File: src/rtl/svfloat_addsub_arb.sv
// Round-robin arbiter sharing one add/sub datapath (rhs negate + IEEE add, RNE) among N requesters.
// Optional stats outputs (issue_cnt, inflight) exist when SVFLOAT_ADDSUB_ARB_STATS_EN is defined.
module svfloat_addsub_arb #(
    parameter type float        = logic [31:0],
    parameter int  N            = 4,
    parameter int  plr_pre_add  = 0,
    parameter int  plr_post_add = 0,
    localparam int IDW          = ($clog2(N) > 0) ? $clog2(N) : 1
) (
    input  logic           clk,
    input  logic           rst_n,
    input  logic           enable,
    input  logic [N-1:0]   req_valid,
    output logic [N-1:0]   req_ready,
    input  logic [N-1:0]   req_sub,
    input  float           req_lhs [N],
    input  float           req_rhs [N],
    output logic           rsp_valid,
    output logic [IDW-1:0] rsp_id,
    output float           rsp_res
`ifdef SVFLOAT_ADDSUB_ARB_STATS_EN
    ,
    output logic [31:0]    issue_cnt,
    output logic [4:0]     inflight
`endif
);

    localparam int FW = $bits(float);
    localparam int EW = (FW == 64) ? 11 : ((FW == 16) ? 5 : 8);
    localparam int MW = FW - 1 - EW;
    localparam int D  = plr_pre_add + plr_post_add;

    function automatic logic is_nan(input logic [FW-1:0] x);
        return (&x[FW-2:MW]) && (|x[MW-1:0]);
    endfunction

    function automatic logic is_inf(input logic [FW-1:0] x);
        return (&x[FW-2:MW]) && !(|x[MW-1:0]);
    endfunction

    // Mantissas carry hidden bit + fraction + guard/round/sticky; subnormals use exponent 1.
    function automatic logic [FW-1:0] fadd(input logic [FW-1:0] x, input logic [FW-1:0] y);
        logic [FW-1:0]   a, b;
        logic [EW-1:0]   ea, eb, ef;
        logic [MW+3:0]   ma, mb, mask;
        logic [MW+4:0]   s;
        logic [EW+1:0]   e;
        logic [FW-2:0]   mag;
        logic            sticky, rnd;
        int unsigned     d, lz, sh;
        if (is_nan(x) || is_nan(y) || (is_inf(x) && is_inf(y) && (x[FW-1] != y[FW-1])))
            return {1'b0, {EW{1'b1}}, 1'b1, {(MW-1){1'b0}}};
        if (is_inf(x)) return x;
        if (is_inf(y)) return y;
        if (x[FW-2:0] < y[FW-2:0]) begin
            a = y; b = x;
        end else begin
            a = x; b = y;
        end
        ea = a[FW-2:MW];
        eb = b[FW-2:MW];
        ma = {ea != '0, a[MW-1:0], 3'b000};
        mb = {eb != '0, b[MW-1:0], 3'b000};
        d = ((ea == '0) ? 32'd1 : 32'(ea)) - ((eb == '0) ? 32'd1 : 32'(eb));
        mask = ~({(MW+4){1'b1}} << d);
        sticky = |(mb & mask);
        mb = mb >> d;
        mb[0] = mb[0] | sticky;
        if (a[FW-1] == b[FW-1]) s = {1'b0, ma} + {1'b0, mb};
        else                    s = {1'b0, ma} - {1'b0, mb};
        if (s == '0) return {a[FW-1] & b[FW-1], {(FW-1){1'b0}}};
        e = (ea == '0) ? (EW+2)'(1) : {2'b00, ea};
        if (s[MW+4]) begin
            sticky = s[0];
            s = s >> 1;
            s[0] = s[0] | sticky;
            e = e + 1'b1;
        end else begin
            lz = 0;
            for (int unsigned i = 0; i < MW + 4; i++)
                if (s[i]) lz = MW + 3 - i;
            sh = ((32'(e) - 1) < lz) ? (32'(e) - 1) : lz;
            s = s << sh;
            e = e - (EW+2)'(sh);
        end
        if (e >= (EW+2)'((1 << EW) - 1)) return {a[FW-1], {EW{1'b1}}, {MW{1'b0}}};
        ef = s[MW+3] ? e[EW-1:0] : '0;
        rnd = s[2] & (s[1] | s[0] | s[3]);
        // Rounding carry ripples into the exponent, covering subnormal->normal and overflow->inf.
        mag = {ef, s[MW+2:3]} + (FW-1)'(rnd);
        return {a[FW-1], mag};
    endfunction

    logic [IDW-1:0] rr_ptr_q, rr_ptr_d, gnt_id;
    logic           gnt_any;
    logic           vld_q, vld_d, sub_q, sub_d;
    logic [IDW-1:0] id_q, id_d;
    logic [FW-1:0]  lhs_q, lhs_d, rhs_q, rhs_d;
    logic [FW-1:0]  opa_d, opb_d, add_a, add_b, add_res;

    always_comb begin
        int unsigned idx;
        gnt_any = 1'b0;
        gnt_id  = '0;
        for (int unsigned k = 0; k < N; k++) begin
            idx = 32'(rr_ptr_q) + k;
            if (idx >= N) idx = idx - N;
            if (!gnt_any && req_valid[idx]) begin
                gnt_any = 1'b1;
                gnt_id  = idx[IDW-1:0];
            end
        end
        if (!enable || !rst_n) gnt_any = 1'b0;
        req_ready = gnt_any ? (N'(1) << gnt_id) : '0;
    end

    always_comb begin
        rr_ptr_d = rr_ptr_q;
        vld_d    = gnt_any;
        id_d     = id_q;
        lhs_d    = lhs_q;
        rhs_d    = rhs_q;
        sub_d    = sub_q;
        if (gnt_any) begin
            rr_ptr_d = (gnt_id == IDW'(N - 1)) ? '0 : gnt_id + 1'b1;
            id_d     = gnt_id;
            lhs_d    = req_lhs[gnt_id];
            rhs_d    = req_rhs[gnt_id];
            sub_d    = req_sub[gnt_id];
        end
        opa_d = lhs_q;
        opb_d = (sub_q && !is_nan(rhs_q)) ? {~rhs_q[FW-1], rhs_q[FW-2:0]} : rhs_q;
    end

    always_ff @(posedge clk or negedge rst_n) begin
        if (!rst_n) begin
            rr_ptr_q <= '0;
            vld_q    <= 1'b0;
            id_q     <= '0;
            lhs_q    <= '0;
            rhs_q    <= '0;
            sub_q    <= 1'b0;
        end else begin
            rr_ptr_q <= rr_ptr_d;
            vld_q    <= vld_d;
            id_q     <= id_d;
            lhs_q    <= lhs_d;
            rhs_q    <= rhs_d;
            sub_q    <= sub_d;
        end
    end

    generate
        if (plr_pre_add != 0) begin : g_pre
            logic [FW-1:0] a_q, b_q;
            always_ff @(posedge clk or negedge rst_n) begin
                if (!rst_n) begin
                    a_q <= '0;
                    b_q <= '0;
                end else begin
                    a_q <= opa_d;
                    b_q <= opb_d;
                end
            end
            assign add_a = a_q;
            assign add_b = b_q;
        end else begin : g_nopre
            assign add_a = opa_d;
            assign add_b = opb_d;
        end

        if (plr_post_add != 0) begin : g_post
            logic [FW-1:0] res_q;
            always_ff @(posedge clk or negedge rst_n) begin
                if (!rst_n) res_q <= '0;
                else        res_q <= fadd(add_a, add_b);
            end
            assign add_res = res_q;
        end else begin : g_nopost
            assign add_res = fadd(add_a, add_b);
        end

        if (D == 0) begin : g_notag
            assign rsp_valid = vld_q;
            assign rsp_id    = id_q;
        end else begin : g_tag
            logic [D-1:0]   tv_q, tv_d;
            logic [IDW-1:0] tid_q [D];
            logic [IDW-1:0] tid_d [D];
            always_comb begin
                tv_d[0]  = vld_q;
                tid_d[0] = id_q;
                for (int unsigned i = 1; i < D; i++) begin
                    tv_d[i]  = tv_q[i-1];
                    tid_d[i] = tid_q[i-1];
                end
            end
            always_ff @(posedge clk or negedge rst_n) begin
                if (!rst_n) begin
                    tv_q <= '0;
                    for (int unsigned i = 0; i < D; i++) tid_q[i] <= '0;
                end else begin
                    tv_q <= tv_d;
                    for (int unsigned i = 0; i < D; i++) tid_q[i] <= tid_d[i];
                end
            end
            assign rsp_valid = tv_q[D-1];
            assign rsp_id    = tid_q[D-1];
        end
    endgenerate

    assign rsp_res = float'(add_res);

`ifdef SVFLOAT_ADDSUB_ARB_STATS_EN
    logic [31:0] issue_cnt_q, issue_cnt_d;
    logic [4:0]  inflight_q, inflight_d;

    always_comb begin
        issue_cnt_d = issue_cnt_q + 32'(gnt_any);
        inflight_d  = inflight_q + 5'(gnt_any) - 5'(rsp_valid);
    end

    always_ff @(posedge clk or negedge rst_n) begin
        if (!rst_n) begin
            issue_cnt_q <= '0;
            inflight_q  <= '0;
        end else begin
            issue_cnt_q <= issue_cnt_d;
            inflight_q  <= inflight_d;
        end
    end

    assign issue_cnt = issue_cnt_q;
    assign inflight  = inflight_q;
`endif

endmodule

File: config.mk
export PLATFORM = sky130hd
export DESIGN_NAME = svfloat_addsub_arb
export DESIGN_NICKNAME = d
export VERILOG_FILES = /design/src/rtl/svfloat_addsub_arb.sv
export SDC_FILE = /design/constraint.sdc
export NUM_CORES = 1
export LEC_CHECK = 0
export BUFFER_PORTS_ARGS = -buffer_cell sky130_fd_sc_hd__buf_4
export CORE_UTILIZATION = 25
export DETAILED_ROUTE_END_ITERATION = 7
export PLACE_DENSITY_LB_ADDON = 0.2
export SKIP_LAST_GASP = 1
export SLEW_MARGIN = 20
export SYNTH_ARGS = -nofsm -noshare
export SYNTH_HDL_FRONTEND = slang
export SYNTH_SLANG_ARGS = --single-unit
export TNS_END_PERCENT = 10
File: constraint.sdc
create_clock -name clk -period 19.1 [get_ports clk]
set_input_delay 0 -clock clk [delete_from_list [all_inputs] [get_ports clk]]
set_output_delay 0 -clock clk [all_outputs]
set_load 0.01 [all_outputs]
## Word-level counts from Yosys, hierarchy flattened

Index checks and enable logic that the tools add are counted.

- Flip-flop bits (word level): 70
- Bits of input ports: 267
- Output and inout bits: 39
- Logic and storage cells: 201

- $add $sub $neg: 15
- Magnitude comparators: 13
- Equality and inequality tests: 3
- Shift operators: 4
- Muxes and demuxes: 116
- Bitwise gates (word level): 10
- Reductions and logical operators: 34

Operators with widths:

| cell | number |
|---|---|
| $mux W32 | 59 |
| $mux W27 | 5 |
| $bmux W32 S2 | 2 |
| $lt A32 B3 Y1 const B | 4 |
| $mux W28 | 4 |
| $reduce_or A23 Y1 | 3 |
| $mux W10 | 5 |
| $lt A32 B32 Y1 | 1 |
| $mux W8 | 4 |
| $shl A27 B32 Y27 const A | 1 |
| $shl A28 B32 Y27 | 1 |
| $shr A27 B32 Y27 | 1 |
| $add A31 B1 Y31 | 1 |
| $lt A31 B31 Y1 | 1 |
| $add A27 B27 Y28 | 1 |
| $logic_not A28 Y1 | 1 |
| $sub A27 B27 Y28 | 1 |
| $and A27 B27 Y27 | 1 |
| $not A27 Y27 | 1 |
| $reduce_or A27 Y1 | 1 |
| $mux W1 | 25 |
| $reduce_and A8 Y1 | 3 |
| $logic_not A8 Y1 | 2 |
| $reduce_bool A8 Y1 | 2 |
| other kinds (28) | 65 |

## Depth between registers and ports, before layout

Gate-level depths: netlist of the first run.

- Depth in word-level cells: 82
- Depth in mapped cells: 81
- Mapped depth without buffers: 73

## Worst setup path before layout of the first run

Ideal clock, no wire load.

- Path type: reg2out
- From: reg rhs_q[25]
- To: out rsp_res[11] in the netlist's numbering
- Arrival time: 16.114 ns
- Required time: 19.100 ns
- Path slack: 2.986 ns
- Stages on the path, launching flop included: 65
- Buffers on the path: 15
- Cells stage by stage: dfrtp_1 -> inv_1 -> ha_1 -> nand4_1 -> nor2_1 -> a221oi_1 -> nand2_1 -> a21oi_4 -> buf_2 -> buf_6 -> buf_2 -> buf_1 -> buf_1 -> clkbuf_1 -> clkbuf_1 -> o211ai_1 -> ha_1 -> fa_1 -> [29 not listed] -> nor4b_2 -> or3_1 -> buf_2 -> o21ai_2 -> inv_2 -> buf_2 -> clkbuf_1 -> ha_1 -> a21oi_1 -> a2111oi_0 -> or2_1 -> a2111o_1 -> a311oi_1 -> or4b_1 -> nor2b_1 -> nand2b_1 -> clkbuf_1 -> nor3b_1

RTL lines:

| what | line | text |
|---|---|---|
| from (decl) | 98 | `logic [FW-1:0] lhs_q, lhs_d, rhs_q, rhs_d;` |
| from (signal assigned) | 148 | `rhs_q <= rhs_d;` |
| to (decl) | 20 | `output float rsp_res` |

==> results.sh, run 1 <==
export IMPL_synthDistinctLibCells=112
export IMPL_fin_tns_setup_ps=0
export IMPL_synth_async_reset_ratio_pct=100
export IMPL_cts_buffers_inserted=9
export IMPL_pin_count=306
export IMPL_grt_pass1_vias=20700
export IMPL_hp_class="in -> reg"
export IMPL_post_route_util_pct=30.5
export IMPL_arrival_ps=18090
export IMPL_post_synth_inst_count=2729
export IMPL_area_delta_synth_final_pct=20.5
export IMPL_synth_edff_count=0
export IMPL_worst_path_max_delay_cell="sky130_fd_sc_hd__o41ai_1"
export IMPL_clock_tree_from_tritoncts="yes"
export IMPL_layout_filler_cells=7847
export IMPL_min_period_ps=18090
export IMPL_run_status="finished, final reports clean"
export IMPL_finalHoldViolations=0
export IMPL_final_cell_mix="602 x sky130_fd_sc_hd__nand2_1, 356 x sky130_fd_sc_hd__buf_4, 216 x sky130_fd_sc_hd__nor2_1, 211 x sky130_fd_sc_hd__o21ai_0, 167 x sky130_fd_sc_hd__a21oi_1"
export IMPL_critPathMostFrequentCell="sky130_fd_sc_hd__nand2_1"
export IMPL_ys_ff_latch=70
export IMPL_layout_commonest_cell="sky130_fd_sc_hd__nand2_1"
export IMPL_die_w_um=265
export IMPL_synth_seq_area_share_pct=10.1
export IMPL_path_class="reg -> out"
export IMPL_syn_mean_instance_area_um2=6.36
export IMPL_hold_path_cell_count=5
export IMPL_cts_reportedPaths_clkPinSlew_ps=60
export IMPL_seq_area_mm2=0.00175
export IMPL_hold_path_end="rhs_q[10]"
export IMPL_routed_via_density=5.63
export IMPL_placement_io_buffers=305
export IMPL_synthFlopType="sky130_fd_sc_hd__dfrtp_1"
export IMPL_fmaxAchievable_mhz=55.3
export IMPL_netlist_area_pre_place_mm2=0.0173
export IMPL_cts_path_max_buffers=2
export IMPL_fin_worst_skew_ps=8.55
export IMPL_timing_final_setup_violations=0
export IMPL_drtIter0Drc=2211
export IMPL_synth_yosys_warnings=0
export IMPL_r2r_start="rr_ptr_q[1]"
export IMPL_placement_rows=96
export IMPL_multi_input_comb_area_mm2=0.0145
export IMPL_place_detailed_hpwl_mm=67.8
export IMPL_maximum_number_of_pins_on_one_net_before_global_route_repair=93
export IMPL_worstMarginPinSlew_ps=1130
export IMPL_route_top_layer_used="met4"
export IMPL_remaining_drc_errors=0
export IMPL_detailedRoute_firstPassIterationCount=7
export IMPL_route_met3_wl_mm=6.04
export IMPL_number_of_antenna_cells_inserted=0
export IMPL_critical_path_startpoint_type="register"
export IMPL_routed_wl_met2_mm=38.5
export IMPL_r2r_end="rhs_q[31]"
export IMPL_core_region_area_mm2=0.0686
export IMPL_grt_setup_unrepaired="no"
export IMPL_aggregate_routed_wire_length_mm=83.9
export IMPL_die_area_mm2=0.0704
export IMPL_chipHeight_um=265
export IMPL_drt_wirelength_per_cell_um=21.8
export IMPL_maxCapViolations=0
export IMPL_grt_first_pass_wirelength_mm=127
export IMPL_post_route_cells_drive_above_1_share_pct=16.4
export IMPL_globalplace_congestion=0.988
export IMPL_wl_met1_mm=36.2
export IMPL_worst_endpoint_required_ps=19100
export IMPL_cts_htree_levels=3
export IMPL_slew_limit_headroom_pct=23.9
export IMPL_final_min_period_over_clock_period_pct=94.7
export IMPL_slowest_delay_ps=740
export IMPL_cts_sinks=70
export IMPL_critPathCaptureType="output pin"
export IMPL_grt_overflow_total=0
export IMPL_clkLatencyLatePin_ps=350
export IMPL_finish_net_count=3294
export IMPL_timing_reg2reg_setup_slack_ps=15820
export IMPL_dr_total_vias=21700
export IMPL_grt_antenna_before_repair=0
export IMPL_worst_r2r_path_depth=10
export IMPL_grt_util_all_layers_pct=23.0
export IMPL_worst_hold_startpoint="req_rhs[42]"
export IMPL_initial_utilization_pct=25.3
export IMPL_crit_fanout=15
export IMPL_clk_root_buffer_cell="sky130_fd_sc_hd__clkbuf_16"
export IMPL_ant_nets=0
export IMPL_finalMaxSlewViolations=0
state kept, by name, summed over array words and instances (netlist names):
| register | cells |
|---|---|
| rr_ptr_q | 2 |
| rsp_valid | 1 |
| sub_q | 1 |
| rsp_id | 2 |
| rhs_q | 32 |
| add_a | 32 |
per-layer routing:
metal | global-route usage (%) | vias to the layer above
met5 | 0 | -
met3 | 3.13 | 152
met1 | 30.1 | 10200
li1 | - | 10400
met2 | 38.4 | 1046
met4 | 8.22 | 0
through the flow:
stage | cell area, um2 | hold slack (ps) | instances | setup WS (ps)
2_1_floorplan | 17400 | -296 | 2730 | 2990
3_3_place_gp | 20500 | 19.0 | 3836 | 1440
3_5_place_dp | 20500 | 16.7 | 3836 | 1190
4_1_cts | 20900 | 5.55 | 3853 | 764
5_1_grt | 20900 | 30.4 | 3856 | 106
6_report | 20900 | 2.88 | 3856 | 1010
final cells by class:
cell class	instances	share of cell area, %
Clock buffer	11	1.21
Clock inverter	5	0.497
Inverter	126	2.27
Multi-Input combinational cell	2356	69.2
Sequential cell	70	8.38
Tap cell	931	5.57
Timing Repair Buffer	357	12.8
what timing repair did:
action | CTS | global route
hold buffers | 1 | 0
gates resized for setup | 0 | 9
endpoints found under the hold margin | 34 | 0
endpoints found under the setup margin | 0 | 31
setup buffers | 0 | 2
Yosys cell counts, types with 8 or more instances:
cell,number,area share [%]
sky130_fd_sc_hd__a221oi_1,15,0.76
sky130_fd_sc_hd__nor2_1,216,4.7
sky130_fd_sc_hd__a31oi_1,27,0.97
sky130_fd_sc_hd__clkbuf_1,138,3.0
sky130_fd_sc_hd__o21a_1,17,0.74
sky130_fd_sc_hd__o21ai_1,12,0.35
sky130_fd_sc_hd__o22ai_1,32,1.2
sky130_fd_sc_hd__and3_1,33,1.2
sky130_fd_sc_hd__mux4_2,18,2.3
sky130_fd_sc_hd__buf_2,14,0.40
sky130_fd_sc_hd__buf_1,18,0.39
sky130_fd_sc_hd__a22oi_1,11,0.48
sky130_fd_sc_hd__ha_1,104,7.5
sky130_fd_sc_hd__or3_1,17,0.61
sky130_fd_sc_hd__o211ai_1,52,2.3
sky130_fd_sc_hd__a21oi_1,167,4.8
sky130_fd_sc_hd__nor3_1,81,2.3
sky130_fd_sc_hd__nor4_1,21,0.76
sky130_fd_sc_hd__and2_1,20,0.72
sky130_fd_sc_hd__mux2_2,20,1.3
sky130_fd_sc_hd__nand4_1,43,1.6
sky130_fd_sc_hd__or2_2,12,0.43
sky130_fd_sc_hd__xor2_1,12,0.61
sky130_fd_sc_hd__inv_1,119,2.6
sky130_fd_sc_hd__and4_1,9,0.45
sky130_fd_sc_hd__a2111oi_0,11,0.56
sky130_fd_sc_hd__nand3_1,136,3.9
sky130_fd_sc_hd__or4_1,8,0.35
sky130_fd_sc_hd__nor2b_1,16,0.58
sky130_fd_sc_hd__xnor2_1,36,1.8
sky130_fd_sc_hd__a21o_1,25,1.1
sky130_fd_sc_hd__mux2i_1,62,3.6
sky130_fd_sc_hd__o31ai_1,28,1.2
sky130_fd_sc_hd__a211o_1,16,0.81
sky130_fd_sc_hd__a21boi_0,9,0.39
sky130_fd_sc_hd__nand2_1,602,13
sky130_fd_sc_hd__o21bai_1,13,0.56
sky130_fd_sc_hd__a32oi_1,8,0.40
sky130_fd_sc_hd__nand2b_1,17,0.61
sky130_fd_sc_hd__a221o_1,8,0.46
sky130_fd_sc_hd__o2111ai_1,10,0.50
sky130_fd_sc_hd__a211oi_1,44,1.9
sky130_fd_sc_hd__dfrtp_1,70,10
sky130_fd_sc_hd__o21ai_0,211,6.1
worst max path at each step:
| stage | startpoint | end | slack (ps) | depth (start not counted) |
|---|---|---|---|---|
| 6_report | rhs_q[25] | rsp_res[27] | 1010 | 62 |
| 5_1_grt | rhs_q[25] | rsp_res[21] | 110 | 65 |
| 4_1_cts | rhs_q[25] | rsp_res[21] | 760 | 64 |
| 3_5_place_dp | rhs_q[25] | rsp_res[21] | 1190 | 63 |
| 3_3_place_gp | rhs_q[25] | rsp_res[21] | 1440 | 64 |
| 2_1_floorplan | rhs_q[25] | rsp_res[11] | 2990 | 64 |
logic make-up (layout without fill, tap and decap cells):
group | count (synthesis) | count (layout) | synth area share, %
buffers and inverters | 305 | 499 | 7.02
AO/OA/AOI/OAI | 822 | 823 | 31.5
multiplexers | 104 | 104 | 7.47
other | 1 | 2 | 0.0216
XOR/XNOR | 48 | 48 | 2.42
flip-flops | 70 | 70 | 10.1
AND/OR/NAND/NOR | 1272 | 1272 | 33.6
adder cells (fa/ha/maj) | 107 | 107 | 7.85
worst max-delay path, delay by kind of cell, from the launching register on:
family,cells,cell delay [ps]
fa+ha+maj,5,1660
compound gates,29,8360
buf+inv,7,1460
flops,1,440
simple gates,18,4790
mux,3,1010
Power of run 1 is not shown: default switching activity piles up to over one toggle a cycle in this logic, so the estimate is an artifact.
==> run 2: changes to the inputs <==
--- a/config.mk
+++ b/config.mk
@@ -6,11 +6,11 @@
 export NUM_CORES = 1
 export LEC_CHECK = 0
 export BUFFER_PORTS_ARGS = -buffer_cell sky130_fd_sc_hd__buf_4
-export CORE_UTILIZATION = 25
+export CORE_UTILIZATION = 50
 export DETAILED_ROUTE_END_ITERATION = 7
 export PLACE_DENSITY_LB_ADDON = 0.2
+export REMOVE_ABC_BUFFERS = 1
 export SKIP_LAST_GASP = 1
-export SLEW_MARGIN = 20
 export SYNTH_ARGS = -nofsm -noshare
 export SYNTH_HDL_FRONTEND = slang
 export SYNTH_SLANG_ARGS = --single-unit
==> run 2 against run 1 <==
Against the previous run:
- the flow now finishes with violations (DRC, hold timing)
- routed wire length shrank 12%
- global-route usage grew 17 points
- clock-buffer cell count shrank 2
- cell area shrank 3.7%
- critical path type unchanged
- critical endpoint is now rsp_res[21]
==> results.sh, run 2 (synthesis gave the netlist of run 1 again) <==
export IMPL_multi_input_comb_area_mm2=0.0145
export IMPL_fin_worst_skew_ps=11.3
export IMPL_clock_tree_from_tritoncts="yes"
export IMPL_grt_util_all_layers_pct=40.2
export IMPL_dr_total_vias=22400
export IMPL_chipHeight_um=188
export IMPL_layout_commonest_cell="sky130_fd_sc_hd__nand2_1"
export IMPL_detailedPlace_worstSlack_ps=1390
export IMPL_die_w_um=188
export IMPL_die_area_mm2=0.0354
export IMPL_worst_endpoint_required_ps=19100
export IMPL_finalHoldWorstSlack_ps=-2.39
export IMPL_final_min_period_over_clock_period_pct=93.6
export IMPL_globalplace_congestion=1.07
export IMPL_cp_num_buf_inv=8
export IMPL_final_cell_mix="602 x sky130_fd_sc_hd__nand2_1, 339 x sky130_fd_sc_hd__buf_4, 215 x sky130_fd_sc_hd__nor2_1, 211 x sky130_fd_sc_hd__o21ai_0, 167 x sky130_fd_sc_hd__a21oi_1"
export IMPL_number_of_antenna_cells_inserted=0
export IMPL_clk_root_buffer_cell="sky130_fd_sc_hd__clkbuf_16"
export IMPL_maximum_number_of_pins_on_one_net_before_global_route_repair=101
export IMPL_cts_sinks=70
export IMPL_layout_filler_cells=3292
export IMPL_place_detailed_hpwl_mm=57.7
export IMPL_fmaxAchievable_mhz=55.9
export IMPL_aggregate_routed_wire_length_mm=73.9
export IMPL_initial_utilization_pct=51.2
export IMPL_placement_rows=67
export IMPL_detailedRoute_firstPassIterationCount=8
export IMPL_cts_reportedPaths_clkPinSlew_ps=70
export IMPL_timing_reg2reg_setup_slack_ps=15810
export IMPL_slowest_delay_ps=820
export IMPL_violations="DRC, hold timing"
export IMPL_cts_path_max_buffers=2
export IMPL_fin_tns_setup_ps=0
export IMPL_routed_via_density=6.67
export IMPL_remaining_drc_errors=1
export IMPL_path_class="reg -> out"
export IMPL_worst_path_max_delay_cell="sky130_fd_sc_hd__a311oi_2"
export IMPL_seq_area_mm2=0.00175
export IMPL_critPathCaptureType="output pin"
export IMPL_crit_fanout=50
export IMPL_post_route_cells_drive_above_1_share_pct=15.8
export IMPL_finish_net_count=3281
export IMPL_cts_htree_levels=3
export IMPL_min_period_ps=17880
export IMPL_critical_path_startpoint_type="register"
export IMPL_finalMaxSlewViolations=0
export IMPL_hp_class="in -> reg"
export IMPL_maxCapViolations=0
export IMPL_grt_pass1_vias=21100
export IMPL_drtIter0Drc=2844
export IMPL_critPathTopFamily="compound AO/OA/AOI/OAI gates"
export IMPL_finalHoldViolations=1
export IMPL_pin_count=306
export IMPL_ant_nets=0
export IMPL_grt_first_pass_wirelength_mm=115
export IMPL_grt_antenna_before_repair=0
export IMPL_grt_overflow_total=0
export IMPL_core_region_area_mm2=0.0339
export IMPL_grt_setup_unrepaired="no"
export IMPL_fin_ws_ps=1220
export IMPL_drt_wirelength_per_cell_um=22.0
export IMPL_run_status="complete, but fails checks"
export IMPL_placement_io_buffers=305
export IMPL_worstMarginPinSlew_ps=1230
export IMPL_timing_final_setup_violations=0
export IMPL_area_delta_synth_final_pct=16.0
export IMPL_cts_buffers_inserted=9
export IMPL_clkLatencyLatePin_ps=350
export IMPL_slew_limit_headroom_pct=15.8
export IMPL_arrival_ps=17880
run 2: stage by stage:
stage               utilization [%]  area [um2]  hold slack [ps]  instances
floorplan                         -       16600             -296       2551
global placement               58.4       19800            -28.3       3338
detailed placement             58.4       19800            -23.4       3338
CTS                            59.4       20100           0.0831       3360
global route                   59.4       20100             36.8       3360
finish                         59.4       20100            -2.39       3360
run 2: path summary, 6_finish.rpt:
| check | startpoint | endpoint | depth (start not counted) |
|---|---|---|---|
| max | rhs_q[8] | rsp_res[21] | 60 |
| min | req_rhs[58] | rhs_q[26] | 5 |
| max reg2reg | rr_ptr_q[1] | rhs_q[8] | 11 |
| min reg2reg | sub_q | sub_q | 2 |
| max in group asynchronous | rst_n | add_a[20] | 3 |
| min in group asynchronous | rst_n | add_a[8] | 2 |
run 2: timing repair:
item                                    in CTS  in global routing
setup buffers                                0                  0
hold buffers                                 6                  0
resized for setup                            0                  8
hold endpoints to repair                    34                  0
endpoints found under the setup margin       0                 31
run 2: per-layer routing:
layer  wire length [um]  global-route usage (%)
met2              33400                    66.0
met5                  0                       0
met4               4170                    21.0
met3               7230                    6.71
met1              29000                    50.4
run 2: area by class of cell:
cell class,instances,share of cell area [%]
Clock buffer,9,1.12
Clock inverter,7,0.280
Inverter,126,2.36
Multi-Input combinational cell,2355,71.8
Sequential cell,70,8.70
Tap cell,448,2.79
Timing Repair Buffer,345,12.9
run 2: tightest hold or removal path, delay by kind of cell:
kind	cells	cell delay (ps)
compound gates	2	150
simple gates	2	90
buf+inv	1	80
Power of run 2 is left out for the same reason.
